**config.mk**
```make
export PLATFORM = sky130hd
export DESIGN_NAME = cam_dvp_capture
export DESIGN_NICKNAME = d
export VERILOG_FILES = /design/src/rtl/cam_pkg.sv /design/src/rtl/cam_pix_fifo.sv /design/src/rtl/cam_dvp_capture.sv
export SDC_FILE = /design/constraint.sdc
export NUM_CORES = 1
export LEC_CHECK = 0
export BUFFER_PORTS_ARGS = -buffer_cell sky130_fd_sc_hd__clkbuf_2
export CORE_MARGIN = 4
export CORE_UTILIZATION = 35
export CTS_CLUSTER_DIAMETER = 150
export DETAILED_ROUTE_END_ITERATION = 12
export SLEW_MARGIN = 30
export SYNTH_ARGS = -nofsm -noshare
export SYNTH_HDL_FRONTEND = slang
export SYNTH_SLANG_ARGS = --single-unit
```
**constraint.sdc**
```tcl
create_clock -name clk -period 4.9 [get_ports clk]
set_input_delay 0.245 -clock clk [delete_from_list [all_inputs] [get_ports clk]]
set_output_delay 0.245 -clock clk [all_outputs]
set_load 0.01 [all_outputs]
```
**src/rtl/cam_pkg.sv**
```systemverilog
// Shared types for the DVP capture block: RGB565 pixel, capture FSM states and
// the 37-bit pixel FIFO word {sof,eol,y,x,data}.
package cam_pkg;

    localparam int H_ACTIVE_DEF = 640;
    localparam int V_ACTIVE_DEF = 480;
    localparam int X_W          = 10;
    localparam int Y_W          = 9;
    localparam int PIX_WORD_W   = 37;

    typedef struct packed {
        logic [4:0] r;
        logic [5:0] g;
        logic [4:0] b;
    } rgb565_t;

    typedef struct packed {
        logic           sof;
        logic           eol;
        logic [Y_W-1:0] y;
        logic [X_W-1:0] x;
        rgb565_t        data;
    } pix_word_t;

    typedef enum logic [2:0] {
        ST_IDLE,
        ST_WAIT_VS_HI,
        ST_WAIT_VS_LO,
        ST_ACTIVE,
        ST_END
    } cam_state_e;

    // The camera sends the high byte first; the two bytes map straight onto RGB565.
    function automatic rgb565_t pack_rgb565(input logic [7:0] hi, input logic [7:0] lo);
        return rgb565_t'({hi, lo});
    endfunction

endpackage

```
**src/rtl/cam_pix_fifo.sv**
```systemverilog
// First-word-fall-through pixel FIFO, DEPTH x 37 bits. A write while full is
// accepted when a read frees the slot in the same cycle.
module cam_pix_fifo
    import cam_pkg::*;
#(
    parameter int DEPTH = 8
) (
    input  logic      clk,
    input  logic      reset,
    input  logic      wr_en_i,
    input  pix_word_t wr_word_i,
    input  logic      rd_en_i,
    output pix_word_t rd_word_o,
    output logic      full_o,
    output logic      empty_o
);

    localparam int AW = (DEPTH > 1) ? $clog2(DEPTH) : 1;

    logic [PIX_WORD_W-1:0] mem_q [DEPTH];
    logic [AW-1:0]         wr_ptr_q;
    logic [AW-1:0]         rd_ptr_q;
    logic [AW:0]           count_q;
    logic [AW:0]           count_d;
    logic                  wr_acc;
    logic                  rd_acc;

    assign empty_o   = (count_q == '0);
    assign full_o    = (count_q == (AW+1)'(DEPTH));
    assign rd_acc    = rd_en_i && !empty_o;
    assign wr_acc    = wr_en_i && (!full_o || rd_acc);
    assign rd_word_o = pix_word_t'(mem_q[rd_ptr_q]);

    always_comb begin
        count_d = count_q;
        case ({wr_acc, rd_acc})
            2'b10:   count_d = count_q + 1'b1;
            2'b01:   count_d = count_q - 1'b1;
            default: count_d = count_q;
        endcase
    end

    // Pointers wrap naturally because DEPTH is a power of two.
    always_ff @(posedge clk) begin
        if (reset) begin
            wr_ptr_q <= '0;
            rd_ptr_q <= '0;
            count_q  <= '0;
        end else begin
            if (wr_acc) wr_ptr_q <= wr_ptr_q + 1'b1;
            if (rd_acc) rd_ptr_q <= rd_ptr_q + 1'b1;
            count_q <= count_d;
        end
    end

    always_ff @(posedge clk) begin
        if (wr_acc) mem_q[wr_ptr_q] <= wr_word_i;
    end

endmodule

```
**src/rtl/cam_dvp_capture.sv**
```systemverilog
// OV7670 DVP capture: oversampled PCLK/VSYNC/HREF/D, byte pairing into RGB565 with
// x/y tagging, frame status and a ready/valid pixel FIFO. CAM_CAPTURE_STATS_EN adds frame_cnt/err_cnt.
module cam_dvp_capture
    import cam_pkg::*;
#(
    parameter int H_ACTIVE   = H_ACTIVE_DEF,
    parameter int V_ACTIVE   = V_ACTIVE_DEF,
    parameter int FIFO_DEPTH = 8
) (
    input  logic        clk,
    input  logic        reset,
    input  logic        cfg_done,
    input  logic        cam_pclk,
    input  logic        cam_vsync,
    input  logic        cam_href,
    input  logic [7:0]  cam_d,
    output logic [15:0] pix_data,
    output logic [9:0]  pix_x,
    output logic [8:0]  pix_y,
    output logic        pix_sof,
    output logic        pix_eol,
    output logic        pix_valid,
    input  logic        pix_ready,
    output logic        frame_done,
    output logic        frame_err,
    output logic        ovf_sticky
`ifdef CAM_CAPTURE_STATS_EN
    ,
    output logic [15:0] frame_cnt,
    output logic [15:0] err_cnt
`endif
);

    localparam logic [X_W-1:0] X_LAST = X_W'(H_ACTIVE - 1);
    localparam logic [Y_W-1:0] Y_LAST = Y_W'(V_ACTIVE - 1);
    localparam int             NPIX   = H_ACTIVE * V_ACTIVE;
    localparam int             CNT_W  = $clog2(NPIX + 1);

    logic [10:0]      sync1_q;
    logic [10:0]      sync2_q;
    logic             pclk_q;
    logic             href_q;
    logic             vsync_q;
    logic [7:0]       byte_q;
    logic             pclk_rise_q;
    logic             href_rise_q;
    logic             href_fall_q;
    logic             vs_rise_q;

    cam_state_e       state_q, state_d;
    logic             phase_q, phase_d;
    logic [7:0]       hi_q, hi_d;
    logic [X_W-1:0]   x_q, x_d;
    logic [Y_W-1:0]   y_q, y_d;
    logic             full_q, full_d;
    logic             line_err_q, line_err_d;
    logic             ovf_frame_q, ovf_frame_d;
    logic [CNT_W-1:0] pix_cnt_q, pix_cnt_d;
    logic             ovf_sticky_q;

    logic             active;
    logic             byte_ev;
    logic             phase_now;
    logic             wr_req;
    logic             rd_en;
    logic             fifo_wr;
    logic             fifo_full;
    logic             fifo_empty;
    logic             ovf;
    logic             frame_bad;
    pix_word_t        wr_word;
    pix_word_t        rd_word;

    // Two-flop synchroniser for {pclk, vsync, href, d}.
    always_ff @(posedge clk) begin
        if (reset) begin
            sync1_q <= '0;
            sync2_q <= '0;
        end else begin
            sync1_q <= {cam_pclk, cam_vsync, cam_href, cam_d};
            sync2_q <= sync1_q;
        end
    end

    // Edge events are registered so levels and events line up in the same cycle.
    always_ff @(posedge clk) begin
        if (reset) begin
            pclk_q      <= 1'b0;
            vsync_q     <= 1'b0;
            href_q      <= 1'b0;
            byte_q      <= '0;
            pclk_rise_q <= 1'b0;
            href_rise_q <= 1'b0;
            href_fall_q <= 1'b0;
            vs_rise_q   <= 1'b0;
        end else begin
            pclk_q      <= sync2_q[10];
            vsync_q     <= sync2_q[9];
            href_q      <= sync2_q[8];
            byte_q      <= sync2_q[7:0];
            pclk_rise_q <= sync2_q[10] & ~pclk_q;
            vs_rise_q   <= sync2_q[9] & ~vsync_q;
            href_rise_q <= sync2_q[8] & ~href_q;
            href_fall_q <= ~sync2_q[8] & href_q;
        end
    end

    always_comb begin
        state_d = state_q;
        case (state_q)
            ST_IDLE:       if (cfg_done)   state_d = ST_WAIT_VS_HI;
            ST_WAIT_VS_HI: if (vsync_q)    state_d = ST_WAIT_VS_LO;
            ST_WAIT_VS_LO: if (!vsync_q)   state_d = ST_ACTIVE;
            ST_ACTIVE:     if (vs_rise_q)  state_d = ST_END;
            ST_END:                        state_d = ST_WAIT_VS_LO;
            default:                       state_d = ST_IDLE;
        endcase
        if (!cfg_done) state_d = ST_IDLE;
    end

    assign active    = (state_q == ST_ACTIVE);
    assign byte_ev   = active && pclk_rise_q && href_q;
    assign phase_now = href_rise_q ? 1'b0 : phase_q;
    assign wr_req    = byte_ev && phase_now && !full_q;
    assign rd_en     = pix_valid && pix_ready;
    assign fifo_wr   = wr_req && (!fifo_full || rd_en);
    assign ovf       = wr_req && fifo_full && !rd_en;

    always_comb begin
        wr_word.sof  = (x_q == '0) && (y_q == '0);
        wr_word.eol  = (x_q == X_LAST);
        wr_word.y    = y_q;
        wr_word.x    = x_q;
        wr_word.data = pack_rgb565(hi_q, byte_q);
    end

    always_comb begin
        phase_d     = phase_q;
        hi_d        = hi_q;
        x_d         = x_q;
        y_d         = y_q;
        full_d      = full_q;
        line_err_d  = line_err_q;
        ovf_frame_d = ovf_frame_q;
        pix_cnt_d   = pix_cnt_q;
        if (!active) begin
            phase_d     = 1'b0;
            x_d         = '0;
            y_d         = '0;
            full_d      = 1'b0;
            line_err_d  = 1'b0;
            ovf_frame_d = 1'b0;
            pix_cnt_d   = '0;
        end else begin
            if (href_rise_q) phase_d = 1'b0;
            if (href_fall_q && phase_q) begin
                phase_d    = 1'b0;
                line_err_d = 1'b1;
            end
            if (byte_ev) begin
                if (!phase_now) begin
                    hi_d    = byte_q;
                    phase_d = 1'b1;
                end else begin
                    phase_d = 1'b0;
                    if (full_q) begin
                        line_err_d = 1'b1;
                    end else begin
                        // Geometry advances even when the FIFO drops the pixel.
                        pix_cnt_d = pix_cnt_q + 1'b1;
                        if (x_q == X_LAST) begin
                            x_d = '0;
                            if (y_q == Y_LAST) full_d = 1'b1;
                            else               y_d    = y_q + 1'b1;
                        end else begin
                            x_d = x_q + 1'b1;
                        end
                    end
                end
            end
            if (ovf) ovf_frame_d = 1'b1;
        end
    end

    always_ff @(posedge clk) begin
        if (reset) begin
            state_q      <= ST_IDLE;
            phase_q      <= 1'b0;
            x_q          <= '0;
            y_q          <= '0;
            full_q       <= 1'b0;
            line_err_q   <= 1'b0;
            ovf_frame_q  <= 1'b0;
            pix_cnt_q    <= '0;
            ovf_sticky_q <= 1'b0;
        end else begin
            state_q      <= state_d;
            phase_q      <= phase_d;
            x_q          <= x_d;
            y_q          <= y_d;
            full_q       <= full_d;
            line_err_q   <= line_err_d;
            ovf_frame_q  <= ovf_frame_d;
            pix_cnt_q    <= pix_cnt_d;
            if (ovf) ovf_sticky_q <= 1'b1;
        end
    end

    always_ff @(posedge clk) begin
        hi_q <= hi_d;
    end

    assign frame_bad  = line_err_q || ovf_frame_q || (pix_cnt_q != CNT_W'(NPIX));
    assign frame_done = (state_q == ST_END);
    assign frame_err  = (state_q == ST_END) && frame_bad;
    assign ovf_sticky = ovf_sticky_q;

    cam_pix_fifo #(
        .DEPTH (FIFO_DEPTH)
    ) u_fifo (
        .clk       (clk),
        .reset     (reset),
        .wr_en_i   (fifo_wr),
        .wr_word_i (wr_word),
        .rd_en_i   (rd_en),
        .rd_word_o (rd_word),
        .full_o    (fifo_full),
        .empty_o   (fifo_empty)
    );

    // Outputs are forced to zero when no pixel is offered.
    assign pix_valid = !fifo_empty;
    assign pix_data  = pix_valid ? rd_word.data : '0;
    assign pix_x     = pix_valid ? rd_word.x    : '0;
    assign pix_y     = pix_valid ? rd_word.y    : '0;
    assign pix_sof   = pix_valid && rd_word.sof;
    assign pix_eol   = pix_valid && rd_word.eol;

`ifdef CAM_CAPTURE_STATS_EN
    logic [15:0] frame_cnt_q;
    logic [15:0] err_cnt_q;

    always_ff @(posedge clk) begin
        if (reset) begin
            frame_cnt_q <= '0;
            err_cnt_q   <= '0;
        end else if (state_q == ST_END) begin
            if (!frame_bad)                frame_cnt_q <= frame_cnt_q + 1'b1;
            else if (err_cnt_q != 16'hFFFF) err_cnt_q  <= err_cnt_q + 1'b1;
        end
    end

    assign frame_cnt = frame_cnt_q;
    assign err_cnt   = err_cnt_q;
`else
    // Frame statistics are not built in this configuration.
`endif

endmodule

```
Word level (Yosys, flattened, before mapping)
Memories as Yosys holds them, arrays and structs flattened. A register that Yosys moved wholly into a read port is not among the register bits.
Cells that the tools add are included.
{"block": "classes", "bitwise": 13, "addsub": 7, "n_eq_ne": 13, "n_reduce_logical": 35, "n_mux": 24}
{"operator": "$mux W10", "n": 2}
{"operator": "$add A19 B1 Y19 const B", "n": 1}
{"operator": "$ne A19 B19 Y1 const B", "n": 1}
{"operator": "$mux W16", "n": 1}
{"operator": "$logic_and A1 B1 Y1", "n": 15}
{"operator": "$mux W3", "n": 5}
{"operator": "$pmux W3 S5", "n": 1}
{"operator": "$mux W1", "n": 13}
{"operator": "$add A10 B1 Y10 const B", "n": 1}
{"operator": "$eq A10 B10 Y1 const B", "n": 1}
{"operator": "$logic_not A10 Y1", "n": 1}
{"operator": "$add A9 B1 Y9 const B", "n": 1}
{"operator": "$eq A9 B9 Y1 const B", "n": 1}
{"operator": "$logic_not A9 Y1", "n": 1}
{"operator": "$mux W9", "n": 1}
{"operator": "$not A1 Y1", "n": 9}
{"operator": "$reduce_and A3 Y1", "n": 3}
{"operator": "$pmux W4 S2", "n": 1}
{"operator": "$add A3 B1 Y3 const B", "n": 2}
{"operator": "$eq A3 B2 Y1 const B", "n": 2}
{"operator": "$ne A2 B2 Y1 const B", "n": 3}
{"operator": "$reduce_and A5 Y1", "n": 1}
{"operator": "$add A4 B1 Y4 const B", "n": 1}
{"operator": "$and A1 B1 Y1", "n": 4}
{"operator": "13 further kinds", "n": 20}
{"block": "totals", "out_inout_bits": 41, "reg_bits": 101, "mem_count": 1, "ram_bits": 296, "inputBits": 15}
{"name": "u_fifo.mem_q", "words": 8, "word_bits": 37, "rd": 1, "rd_ports_with_merged_regs": 1, "wr": 1, "line": "cam_pix_fifo.sv:20", "source": "logic [PIX_WORD_W-1:0] mem_q [DEPTH];"}

Logic depth before layout (Yosys ltp)
{"block": "depth", "depth_word": 9, "depth_mapped": 12}

Cells and area by module
A second synthesis with hierarchy kept.
{"block": "unflattened", "cells_unflattened": 931, "hier_area_um2": 15731.3}
{"mod": "cam_pix_fifo", "instances": 1, "cells_each": 510, "area_per_inst_um2": 11841.4, "seq_area_each_um2": 9148.8}
{"mod": "cam_dvp_capture", "instances": 1, "cells_each": 421, "area_per_inst_um2": 3890.0, "seq_area_each_um2": 1901.8}

Least setup slack after synthesis
OpenSTA, ideal clock, no wires.
{"block": "synth_timing", "path_type": "register to register", "startpoint": "reg href_q", "endpoint": "mem u_fifo.mem_q[0][0], enable pin", "n_path_buf": 1, "path_slack_ns": -0.380, "setup_ns": 0.524, "synth_period_minus_slack_ns": 5.280, "required_time_ns": 4.376, "arrival_time_ns": 4.756, "stages_incl_launch_ff": 6, "path_cell_list": "dfxtp_1 > nand4b_1 > clkbuf_1 > nor2_2 > nand2_1 > nor4_1"}
{"block": "synth_between", "elab_chain_cells": 7}
{"element": "from (decl)", "line": "cam_dvp_capture.sv:42", "source": "logic href_q;"}
{"element": "from (signal assigned)", "line": "cam_dvp_capture.sv:99", "source": "href_q <= sync2_q[8];"}
{"element": "$logic_and A1 B1 Y1", "line": "cam_dvp_capture.sv:122", "source": "assign byte_ev = active && pclk_rise_q && href_q;"}
{"element": "$logic_and A1 B1 Y1 (2 in a row)", "line": "cam_dvp_capture.sv:124", "source": "assign wr_req = byte_ev && phase_now && !full_q;"}
{"element": "$logic_and A1 B1 Y1", "line": "cam_dvp_capture.sv:126", "source": "assign fifo_wr = wr_req && (!fifo_full || rd_en);"}
{"element": "$logic_and A1 B1 Y1", "line": "cam_pix_fifo.sv:31", "source": "assign wr_acc = wr_en_i && (!full_o || rd_acc);"}
{"element": "$mux W1", "line": "cam_pix_fifo.sv:57", "source": "if (wr_acc) mem_q[wr_ptr_q] <= wr_word_i;"}
{"element": "$mux W1 (implied by the code)", "line": "cam_pix_fifo.sv:57"}
{"element": "to (decl)", "line": "cam_pix_fifo.sv:20"}
No other way between the ends.

Worst setup path after layout
{"block": "layout_timing", "startpoint": "reg state_q[1]", "endpoint": "mem u_fifo.mem_q[5][31], enable pin"}
{"block": "layout_between", "elab_chain_cells": 9}
{"element": "from (decl)", "line": "cam_dvp_capture.sv:50", "source": "cam_state_e state_q, state_d;"}
{"element": "from (signal assigned)", "line": "cam_dvp_capture.sv:197", "source": "state_q <= state_d;"}
{"element": "$eq A3 B2 Y1", "line": "cam_dvp_capture.sv:121", "source": "assign active = (state_q == ST_ACTIVE);"}
{"element": "$logic_and A1 B1 Y1 (2 in a row)", "line": "cam_dvp_capture.sv:122"}
{"element": "$logic_and A1 B1 Y1 (2 in a row)", "line": "cam_dvp_capture.sv:124"}
{"element": "$logic_and A1 B1 Y1", "line": "cam_dvp_capture.sv:126"}
{"element": "$logic_and A1 B1 Y1", "line": "cam_pix_fifo.sv:31"}
{"element": "$mux W1", "line": "cam_pix_fifo.sv:57"}
{"element": "$mux W1 (implied by the code)", "line": "cam_pix_fifo.sv:57"}
No other way between the ends.

==> impl_metrics.ini <==
[status]
status = complete, no violations

[yosys]
yosysSeqAreaShare_pct = 71.3
yosys.area_share.adder_pct = 0.888
synth_xor_xnor_area_share_pct = 1.02
yosysWarnings = 0
synth-simple-area-share_pct = 9.00
ys_types = 48
netlist_area_um2 = 15500
synthFlopType = edfxtp_1
synth_edf_count = 304
synthMuxAreaShare_pct = 13.7
syn_inst = 924
synth_compound_area_share_pct = 2.39
ys_async_sr_fraction_pct = 0
synth_area_per_cell_um2 = 16.8
ys_ff_latch = 400
syn_nets = 950
synth_top_family_by_area = multiplexers

[routing]
ant_nets = 0
viasPerCell = 4.97
routed_wl_mm = 30.1
wl_per_cell_um = 18.6
first_pass_iters = 5
route.detailed.drc = 0
via_count = 8057
drt_iter0_drc = 594

[timing]
skew_ns = 0.0258
rsz0062_at_grt = false
worst_slew_pin_slew_ns = 0.832
finalSetupViolations = 0
fin_hold_ws_ns = 0.178
layout_worst_path_cycle_share_pct = 66.9
slew-limit-headroom_pct = 44.5
max_freq_ghz = 0.305
drv_slew = 0
period_needed_ns = 3.28
hold_viol_final = 0
setup_tns_ns = 0

[die]
die_w_um = 218
fp.coreArea_um2 = 43500
io_pins = 56
die_y_um = 218
rows = 76
floorplan.initialDensity_pct = 35.7
dieArea_um2 = 47700

[setup_path]
path_cells = nand4bb_1 -> nor2_2 -> nand3_1 -> nor2_4 -> buf_4
path_class = reg2reg
crit_required_ns = 5.12
critPathTopFamily = simple AND/OR/NAND/NOR gates
cp-start-kind = flop
worst_path_largest_cell_delay_ns = 0.71
slowest_stage = nor2_4
worstSetupEndpointType = flop
timing.critical_path.buf_inv = 1
arrival_ns = 3.50
cp_max_fo = 23

[grt]
grt_pass1_vias = 8421
antenna_found_initial = 0
grt_max_degree = 58
global_route.overflow_total = 0
track_usage_pct = 12.8
grt_pass1_wl_mm = 48.1

[finish]
drive_gt1_share_pct = 21.1
synthToLayoutAreaGrowth_pct = 15.8
nFillCells = 3906
antennaDiodeCount = 0
seqCellArea_um2 = 11100
finalNetCount = 1029
multi_input_area_um2 = 4250

[run]
maxCapViolations = 0

[clock_tree]
cts_buffers = 42
clockBufferDepth = 3
cts.clk_slew.worst_paths_ns = 0.06
clock_latency_ns = 0.54
cts_tree = built
cts-resized-gates = 0
cts_root_buffer = clkbuf_16
h-tree-depth = 2
cts.sinks = 400

[power]
powerDensity_nw_per_um2 = 371
finalPower_mw = 6.66
vdd_ir_drop_max_mv = 0.252
p_leak_nw = 5.60

[placement]
port_buffers = 55
place_congestion = 0.759
place_hpwl_mm = 18.0

[worst_hold_path]
hold_path.class = in2reg
## layer usage
layer | GRT usage (%) | part of all wire [%] | vias to the layer above
li1 | - | - | 3768
met1 | 17.8 | 46 | 4083
met2 | 20.7 | 47 | 155
met3 | 2.43 | 3.9 | 51
met4 | 3.73 | 2.6 | 0
met5 | 0 | 0 | -
## final cells by class
cell class,count,area share (%)
sequential,400,61.6
multi-input combinational,462,23.7
clock buffer,62,6.61
tap,585,4.08
timing repair buffer,83,2.94
clock inverter,14,0.732
inverter,14,0.293
## per-stage QoR
step	util (%)	setup slack (ns)	area [um^2]	cells
floorplan	-	0.590	15500	924
global placement	38.0	1.72	16500	1532
detailed placement	38.0	1.62	16500	1532
CTS	41.3	1.59	17900	1620
global route	41.3	1.29	17900	1620
finish	41.3	1.62	17900	1620
## placed cells by master, fill, tap and decap left out, drive strengths merged, types with 11 or more instances in the layout
cell / netlist / final
xnor2: 12 / 12
nor4: 15 / 15
dlygate4sd3: 0 / 12
mux2i: 46 / 46
clkbuf: 27 / 117
inv: 14 / 16
edfxtp: 304 / 304
mux4: 74 / 74
or4: 12 / 12
nor2b: 39 / 39
o31ai: 13 / 13
nand3: 18 / 18
dfxtp: 96 / 96
a21oi: 30 / 30
or3: 14 / 14
ha: 11 / 11
nand2: 25 / 25
buf: 21 / 16
nor2: 69 / 69
## where the power goes
group          switching (mW)  internal [mW]
Sequential            0.00809           3.61
Clock                    1.23           1.78
Combinational          0.0132         0.0183
## what timing repair did
action | 4_1_cts | 5_1_grt
buffers inserted | 0 | 0
endpoints found under the hold margin | 14 | 0
hold buffers | 12 | 0
endpoints found under the setup margin | 0 | 0
## cells in the mapped netlist (all sizes together) (2+ instances only)
cell,number,area [um^2]
nor2b,39,244
and4,4,35.0
nor3,10,50.1
o21ai,10,50.1
edfxtp,304,9130
nor3b,2,15.0
xor2,6,52.6
buf,21,103
inv,14,52.6
nand2,25,93.8
nand4,9,56.3
a21oi,30,150
or4,12,90.1
mux4,74,1670
nand3,18,90.1
mux2i,46,460
nor4,15,93.8
or3,14,87.6
and3b,3,27.5
clkbuf,27,101
and3,2,12.5
nand3b,3,22.5
and2,5,31.3
nand2b,5,31.3
o21a,2,15.0
xnor2,12,105
dfxtp,96,1920
ha,11,138
nor2,69,262
a31oi,2,12.5
nor4b,7,61.3
and4b,4,40.0
nand4b,2,17.5
o31ai,13,103
## sequential cells by signal, indices dropped and copies added (netlist names), 3 cells and up, named ones only
name and flops:
byte_q 8, u_fifo.mem_q 296, y_q 9, state_q 3, hi_q 8, u_fifo.rd_ptr_q 3
u_fifo.wr_ptr_q 3, sync1_q 11, pix_cnt_q 19, u_fifo.count_q 4, sync2_q 11, x_q 10
## path summary, 6_finish.rpt
check	from	to	slack [ns]	cells after the start
hold reg to reg	pclk_q	pclk_rise_q	0.37	1
setup / recovery	state_q[1]	u_fifo.mem_q[5][31]	1.62	5
setup reg to reg	state_q[1]	u_fifo.mem_q[5][31]	1.62	5
hold / removal	pix_ready	flop	0.18	4
## logic make-up (layout without fill, tap and decap cells)
kind of cell	count (synthesis)	count (layout)
flip-flops	400	400
AND/OR/NAND/NOR	251	251
multiplexers	120	120
AO/OA/AOI/OAI	62	62
buffers and inverters	62	173
XOR/XNOR	18	18
adder cells (fa/ha/maj)	11	11
## worst register-to-register path: cells and delay by family, from the launching register on
kind | cells | cell delay, ns
buffers and inverters | 1 | 0.39
DFF | 1 | 0.53
and+or+nand+nor | 4 | 2.05
Note: power is estimated with default switching activity, not from simulation.
